`config.mk`:
```
export PLATFORM = sky130hd
export DESIGN_NAME = load_use_stall_ctrl
export DESIGN_NICKNAME = d
export VERILOG_FILES = /design/src/rtl/load_use_stall_ctrl_pkg.sv /design/src/rtl/load_use_stall_ctrl_sat_counter.sv /design/src/rtl/load_use_stall_ctrl.sv
export SDC_FILE = /design/constraint.sdc
export NUM_CORES = 1
export LEC_CHECK = 0
export BUFFER_PORTS_ARGS = -buffer_cell sky130_fd_sc_hd__buf_2
export CELL_PAD_IN_SITES_DETAIL_PLACEMENT = 1
export CELL_PAD_IN_SITES_GLOBAL_PLACEMENT = 2
export CORE_MARGIN = 8
export CORE_UTILIZATION = 30
export CTS_CLUSTER_SIZE = 30
export DETAILED_ROUTE_END_ITERATION = 10
export PLACE_DENSITY = 0.76
export SYNTH_ARGS = -nofsm -noshare
export SYNTH_HDL_FRONTEND = slang
export SYNTH_SLANG_ARGS = --single-unit
```
`constraint.sdc`:
```
create_clock -name clk -period 3.1 [get_ports clk]
set_clock_uncertainty 0.2 [all_clocks]
set_input_delay 0.62 -clock clk [delete_from_list [all_inputs] [get_ports clk]]
set_output_delay 0.62 -clock clk [all_outputs]
set_load 0.05 [all_outputs]
```
`src/rtl/load_use_stall_ctrl_pkg.sv`:
```
// Shared pipeline-control definitions: FSM state encoding, bubble/pass select
// encoding and the bundled write-enable vector driven into the pipeline registers.
package load_use_stall_ctrl_pkg;

  localparam int REG_ADDR_W_DEF = 4;
  localparam int LAT_W          = 4;

  localparam logic [1:0] ST_RUN    = 2'd0;
  localparam logic [1:0] ST_STALL  = 2'd1;
  localparam logic [1:0] ST_FREEZE = 2'd2;

  localparam logic CTRL_BUBBLE = 1'b0;
  localparam logic CTRL_PASS   = 1'b1;

  typedef struct packed {
    logic pcWrite;
    logic ifidWrite;
    logic ifidFlush;
    logic idexWrite;
    logic exmemWrite;
    logic ctrlSel;
  } pipeCtrlT;

  localparam pipeCtrlT CTRL_OFF    = '{1'b0, 1'b0, 1'b0, 1'b0, 1'b0, CTRL_BUBBLE};
  localparam pipeCtrlT CTRL_FROZEN = '{1'b0, 1'b0, 1'b0, 1'b0, 1'b0, CTRL_PASS};
  localparam pipeCtrlT CTRL_FLUSH  = '{1'b1, 1'b1, 1'b1, 1'b1, 1'b1, CTRL_BUBBLE};
  localparam pipeCtrlT CTRL_STALL  = '{1'b0, 1'b0, 1'b0, 1'b1, 1'b1, CTRL_BUBBLE};
  localparam pipeCtrlT CTRL_NORMAL = '{1'b1, 1'b1, 1'b0, 1'b1, 1'b1, CTRL_PASS};

endpackage

```
`src/rtl/load_use_stall_ctrl_sat_counter.sv`:
```
// Saturating up-counter with synchronous clear; clear wins over increment.
module sat_counter #(
  parameter int CNT_W = 16
) (
  input  logic             clk,
  input  logic             rst_n,
  input  logic             inc,
  input  logic             clr,
  output logic [CNT_W-1:0] count
);

  always_ff @(posedge clk or negedge rst_n) begin
    if (!rst_n) begin
      count <= '0;
    end else if (clr) begin
      count <= '0;
    end else if (inc && (count != '1)) begin
      count <= count + CNT_W'(1);
    end
  end

endmodule

```
`src/rtl/load_use_stall_ctrl.sv`:
```
// Load-use hazard controller: holds the front end for LOAD_LAT cycles per hazard,
// freezes the pipeline on memory busy, handles branch flush and counts stall cycles.
module load_use_stall_ctrl
  import load_use_stall_ctrl_pkg::*;
#(
  parameter int REG_ADDR_W  = REG_ADDR_W_DEF,
  parameter int LOAD_LAT    = 1,
  parameter int ZERO_REG_EN = 1,
  parameter int CNT_W       = 16
) (
  input  logic                  clk,
  input  logic                  rst_n,
  input  logic [REG_ADDR_W-1:0] id_rs1,
  input  logic [REG_ADDR_W-1:0] id_rs2,
  input  logic                  id_rs1_used,
  input  logic                  id_rs2_used,
  input  logic                  idex_mem_read,
  input  logic [REG_ADDR_W-1:0] idex_rd,
  input  logic                  mem_busy,
  input  logic                  flush,
  input  logic                  cnt_clr,
  output logic                  pc_write,
  output logic                  ifid_write,
  output logic                  ifid_flush,
  output logic                  idex_write,
  output logic                  exmem_write,
  output logic                  ctrl_sel,
  output logic [1:0]            state,
  output logic [CNT_W-1:0]      stall_cnt
);

  localparam logic [LAT_W-1:0] LAT_INIT = LAT_W'(LOAD_LAT - 1);

  logic [1:0]       stateQ, stateD;
  logic [1:0]       retQ, retD;
  logic [1:0]       effState;
  logic [LAT_W-1:0] latQ, latD;
  logic             rs1Hit, rs2Hit, zeroMask, haz;
  logic             stallCyc;
  pipeCtrlT         ctrl;

  assign rs1Hit   = id_rs1_used && (idex_rd == id_rs1);
  assign rs2Hit   = id_rs2_used && (idex_rd == id_rs2);
  assign zeroMask = (ZERO_REG_EN != 0) && (idex_rd == '0);
  assign haz      = idex_mem_read && (rs1Hit || rs2Hit) && !zeroMask;

  // While frozen the machine behaves as the state it was frozen from once memory is ready.
  assign effState = (stateQ == ST_FREEZE) ? retQ : stateQ;

  always_ff @(posedge clk or negedge rst_n) begin
    if (!rst_n) begin
      stateQ <= ST_RUN;
      retQ   <= ST_RUN;
      latQ   <= '0;
    end else begin
      stateQ <= stateD;
      retQ   <= retD;
      latQ   <= latD;
    end
  end

  always_comb begin
    stateD = effState;
    retD   = retQ;
    latD   = latQ;
    if (mem_busy) begin
      stateD = ST_FREEZE;
      if (stateQ != ST_FREEZE) begin
        retD = stateQ;
      end
    end else if (flush) begin
      stateD = ST_RUN;
      latD   = '0;
    end else if (effState == ST_STALL) begin
      latD   = latQ - LAT_W'(1);
      stateD = (latQ == LAT_W'(1)) ? ST_RUN : ST_STALL;
    end else if (haz && (LOAD_LAT > 1)) begin
      stateD = ST_STALL;
      latD   = LAT_INIT;
    end else begin
      stateD = ST_RUN;
    end
  end

  always_comb begin
    ctrl     = CTRL_OFF;
    stallCyc = 1'b0;
    if (rst_n) begin
      if (mem_busy) begin
        ctrl = CTRL_FROZEN;
      end else if (flush) begin
        ctrl = CTRL_FLUSH;
      end else if ((effState == ST_STALL) || haz) begin
        ctrl     = CTRL_STALL;
        stallCyc = 1'b1;
      end else begin
        ctrl = CTRL_NORMAL;
      end
    end
  end

  assign pc_write    = ctrl.pcWrite;
  assign ifid_write  = ctrl.ifidWrite;
  assign ifid_flush  = ctrl.ifidFlush;
  assign idex_write  = ctrl.idexWrite;
  assign exmem_write = ctrl.exmemWrite;
  assign ctrl_sel    = ctrl.ctrlSel;
  assign state       = stateQ;

  sat_counter #(
    .CNT_W(CNT_W)
  ) u_stall_cnt (
    .clk  (clk),
    .rst_n(rst_n),
    .inc  (stallCyc),
    .clr  (cnt_clr),
    .count(stall_cnt)
  );

endmodule

```
Word-level counts from Yosys, hierarchy flattened. Cells that the tools add are included.

Register bits: 24. Input bits: 20. Output and inout port bits: 24. Word-level logic and storage cells: 44.

Add/subtract/negate cells: 2. Equality and inequality tests: 7. Multiplexer cells: 17. Bitwise gates (word level): 1. Reduce and logical (&&, ||, !) cells: 13.

Operators with widths (count): 16-bit two-way mux (2); 6-bit two-way mux (4); 16-bit by 1-bit adder with 16-bit output (second input constant) (1); 16-bit inequality test (second input constant) (1); 4-bit equality test (2); 4-bit two-way mux (2); 1-bit two-way mux (7); 1-bit logical AND (5); 4-bit by 1-bit equality test with 1-bit output (second input constant) (1); 4-bit logical NOT (1); 2-bit two-way mux (2); 2-bit AND reduction (2); 2-bit nonzero test (2); 4-bit by 1-bit subtractor with 4-bit output (second input constant) (1); 2-bit by 1-bit equality test with 1-bit output (second input constant) (1); 2-bit equality test (second input constant) (1); 1-bit logical OR (2); 2-bit inequality test (second input constant) (1); 1-bit logical NOT (1); 1-bit NOT (1).

Logic depth before layout (Yosys ltp).
Depth in word-level cells: 13. Depth in mapped cells: 8. Gate-level depth less buffers: 7.

Hierarchy. From an unflattened synthesis, not the netlist that was laid out.

Cells, all modules: 166. Area, all modules: 1546.5 um2.

Modules (own cells, without submodules): sat_counter (instances 1, cells an instance 98, area each 942.2 um2, sequential area each 400.4 um2); load_use_stall_ctrl (instances 1, cells an instance 68, area each 604.3 um2, sequential area each 200.2 um2).

Least setup slack after synthesis. No wires, ideal clock.

Path type: reg-to-output. Start: register stateQ[0] (netlist: state[0]). End: output port pc_write. Arrival: 2.858 ns. Required time: 2.280 ns. Setup slack: -0.578 ns. Cell stages (with the launch flop): 9. Buffers on the path: 2. Path through: dfrtp_1 nand4bb_1 a21boi_0 o31ai_2 nor2_2 buf_6 nor2_1 nor2_1 buf_4.

Word-level cells in the longest chain between the ends: 8.

Ends and longest elaborated chain: from (decl) (RTL line load_use_stall_ctrl.sv:34) `logic [1:0] stateQ, stateD;`; from (signal assigned) (RTL line load_use_stall_ctrl.sv:56) `stateQ <= stateD;`; 2-bit equality test (RTL line load_use_stall_ctrl.sv:48) `assign effState = (stateQ == ST_FREEZE) ? retQ : stateQ;`; 2-bit two-way mux (*) (RTL line load_use_stall_ctrl.sv:48); 2-bit by 1-bit equality test with 1-bit output (*) (RTL line load_use_stall_ctrl.sv:93) `end else if ((effState == ST_STALL) || haz) begin`; 1-bit logical OR (*) (RTL line load_use_stall_ctrl.sv:93); 6-bit two-way mux (*) (RTL line load_use_stall_ctrl.sv:93); 6-bit two-way mux (*) (RTL line load_use_stall_ctrl.sv:91) `end else if (flush) begin`; 6-bit two-way mux (*) (RTL line load_use_stall_ctrl.sv:89) `if (mem_busy) begin`; 6-bit two-way mux (*) (RTL line load_use_stall_ctrl.sv:88) `if (rst_n) begin`; to (decl) (RTL line load_use_stall_ctrl.sv:22) `output logic pc_write,`.

Mark *: on every way between the ends. The rest lies on a longest branch, timed or not.

Worst setup path in the final report.
Start: input port idex_rd[0]. End: output port pc_write.

Word-level cells in the longest chain between the ends: 10. Elaborated cells on any way between the ends: 14. Those cells by class: 2 x eq/ne; 4 x mux; 8 x reduce/logical.

Ends and longest elaborated chain: from (decl) (RTL line load_use_stall_ctrl.sv:18) `input logic [REG_ADDR_W-1:0] idex_rd,`; 4-bit equality test, on equally long branches (RTL line load_use_stall_ctrl.sv:42, load_use_stall_ctrl.sv:43); 1-bit logical AND, on equally long branches (RTL line load_use_stall_ctrl.sv:42, load_use_stall_ctrl.sv:43); 1-bit logical OR (RTL line load_use_stall_ctrl.sv:45) `assign haz = idex_mem_read && (rs1Hit || rs2Hit) && !zeroMask;`; 1-bit logical AND (RTL line load_use_stall_ctrl.sv:45); 1-bit logical AND (*) (RTL line load_use_stall_ctrl.sv:45); 1-bit logical OR (*) (RTL line load_use_stall_ctrl.sv:93); 6-bit two-way mux (*) (RTL line load_use_stall_ctrl.sv:93); 6-bit two-way mux (*) (RTL line load_use_stall_ctrl.sv:91); 6-bit two-way mux (*) (RTL line load_use_stall_ctrl.sv:89); 6-bit two-way mux (*) (RTL line load_use_stall_ctrl.sv:88).

Marked as above.

==> results.cfg <==
[status]
status = finished clean

[grt]
grt_util_all_layers = 0.124
grt_overflow = 0
grt_pass1_wl_um = 7530
antenna_found_initial = 0
first_global_vias = 1549
grt_max_degree = 25

[setup_path]
cp.arrival_ns = 2.08
cp_cell_sequence = buf_2 > o41a_2 > o2111ai_2 > o31ai_4 > nor2_4 > nor2_1 > nor2_4 > buf_2
crit_type = input port to output pin
endpoint_kind = output pin
start_kind = input port
cpMaxStageDelayCell = o41a_2
max_stage_delay_ns = 0.51
required_ns = 2.28
cp_max_fo = 4

[power_and_ir_drop]
intPower_mw = 0.459
p_switching_mw = 0.176
swShare = 0.277
p_per_area_nw_per_um2 = 329
clockPowerShare = 0.346
design_power_total_mw = 0.634
sequentialPowerShare = 0.504
irDropWorstVdd_uv = 187
power_frac_comb = 0.151
power.leakage_nw = 0.839

[route]
wirelength_um = 4590
drc = 0
detail_route.wl_per_cell_um = 16.0
viasPerCell = 5.22
ant_nets = 0
vias = 1498
dr.pass1.iters = 4
drtIter0Drc = 31

[layout]
diodes = 0
layout.cells.non_filler = 287
syn_to_final_growth_pct = 22.7
nNetsFinal = 241
multi_input_area_sq_um = 915
nFillCells = 633
regArea_sq_um = 602
layout-drive-gt1-share = 0.313

[synthesis]
syn-mean-instance-area_sq_um = 8.97
yosys_warnings = 0
synthesis.nets = 198
ys_seq_area_frac = 0.382
synth-main-ff-cell = dfrtp_1
async_flop_share = 1.00
synth.distinct_cells = 44
synth_edf_count = 0
synth_area_sq_um = 1570
synth_simple_gate_area_frac = 0.304
synth_mux_area_frac = 0.0359
synth_cells = 175
synth_top_family_by_area = simple AND/OR/NAND/NOR gates
synth-compound-area-share = 0.174
synth-seq-cells = 24
synth-adder-area-share = 0.0239
synthXorXnorAreaFrac = 0.0279

[sta]
hold_viol_final = 0
tightestPinTransition_ns = 0.512
setup_tns_ns = 0
setup_viol = 0
period_needed_ns = 2.90
period_share = 0.936
max_freq_mhz = 345
rsz0062_at_grt = false
slew_viol_final = 0
maxSlewHeadroom = 0.656

[clocking]
cts_setup_buffers = 0
clk_latency_ns = 0.27
root_buffer = clkbuf_8
cts_sinks = 24
tritoncts = yes
htree_num_levels = 1
hold_buffers = 0
cts_buffer_depth = 2
post_cts_resized = 0
numCtsBuffers = 3
path_clk_slew_ns = 0.09

[placement]
gp_congestion = 0.711
io_buffers = 43
hpwl_um = 3560
dp_cells = 283

[die]
die_w_um = 88.3
rows = 26
ioPinCount = 44
coreArea_sq_um = 5070
dieArea_sq_um = 7800
die_y_um = 88.3
start_util = 0.309

[job]
drv_cap = 0

[worst_hold_path]
hold_class = input port to async pin
[sequential cells by signal, indices dropped and copies added (netlist names)]
| name | cells |
|---|---|
| retQ | 2 |
| u_stall_cnt.count | 16 |
| latQ | 4 |
| state | 2 |
[layer usage]
layer / global-route usage / vias up / wire length, um
met5: 0 / - / 0
met2: 0.200 / 34 / 2080
li1: - / 726 / -
met4: 0.0415 / 0 / 51
met3: 0.0427 / 4 / 361
met1: 0.149 / 734 / 2100
[power groups by stage]
stage	Clock (mW)	Sequential, mW	Combinational, mW
final	0.219	0.320	0.0955
after global routing	0.240	0.321	0.106
after CTS	0.228	0.320	0.0976
after detailed placement	0	0.326	0.0974
after global placement	0	0.326	0.0971
after floorplan	0	0.328	0.0580
[Yosys cell counts, types with 3 or more instances]
cell type	n	area [sq um]
nand3_1	10	50.1
or3_1	4	25.0
mux2_2	5	56.3
inv_1	7	26.3
ha_1	3	37.5
nor4_1	4	25.0
nor2b_1	5	31.3
nand2b_1	3	18.8
or4_1	7	52.6
dfrtp_1	24	601
nand2_1	8	30.0
nor3_1	5	25.0
clkbuf_1	4	15.0
a21oi_1	14	70.1
o31ai_1	6	45.0
nor2_1	13	48.8
o21ai_0	13	65.1
xor2_1	4	35.0
nand4_1	4	25.0
[critical path: cells and delay by family]
| kind | cells | cell delay [ns] |
|---|---|---|
| compound gates | 3 | 0.75 |
| buf+inv | 2 | 0.39 |
| simple gates | 3 | 0.33 |
[per-stage QoR]
| stage | util | hold WS [ns] | worst slack [ns] | area [sq um] |
|---|---|---|---|---|
| after floorplan | - | 0.124 | 0.0224 | 1600 |
| after global placement | 0.369 | 0.280 | 0.211 | 1870 |
| after detailed placement | 0.369 | 0.287 | 0.184 | 1870 |
| after CTS | 0.380 | 0.224 | 0.178 | 1930 |
| after global routing | 0.380 | 0.243 | 0.0413 | 1930 |
| final | 0.380 | 0.211 | 0.198 | 1930 |
[final timing paths]
check	end	cells past startpoint	slack [ns]	from
max	pc_write	8	0.20	idex_rd[0]
min	u_stall_cnt.count[9]	2	0.21	rst_n
min reg2reg	latQ[3]	1	0.30	latQ[3]
max reg2reg	u_stall_cnt.count[5]	7	0.66	u_stall_cnt.count[0]
max in group asynchronous	state[0]	2	2.23	rst_n
min in group clk	latQ[3]	1	0.30	latQ[3]
[cell type report]
cell class / count / share of cell area
Sequential cell: 24 / 0.312
Multi-Input combinational cell: 135 / 0.475
Inverter: 8 / 0.0156
Timing Repair Buffer: 46 / 0.123
Clock buffer: 4 / 0.0286
Tap cell: 70 / 0.0455
[cell usage in the layout, fill, tap and decap left out, types with 2 or more instances in the layout]
cell type   n
buf_2      43
dfrtp_1    23
a21oi_1    14
o21ai_0    13
nor2_1     12
nand3_1    10
nand2_1     8
inv_1       7
or4_1       7
o31ai_1     6
nor3_1      5
nor2b_1     5
mux2_2      5
xor2_1      4
nand4_1     4
or3_1       4
nor4_1      4
clkbuf_8    4
nand2b_1    3
ha_1        3
buf_4       3
or2b_1      2
o21a_1      2
nor2_4      2
or4b_1      2
[logic make-up (layout without fill, tap and decap cells)]
kind of cell / count (synthesis) / in the layout
buf+inv: 16 / 58
fa+ha+maj: 3 / 3
xor+xnor: 5 / 5
flops: 24 / 24
simple gates: 79 / 79
compound gates: 43 / 43
mux: 5 / 5
Power figures use the tool's default switching activity.
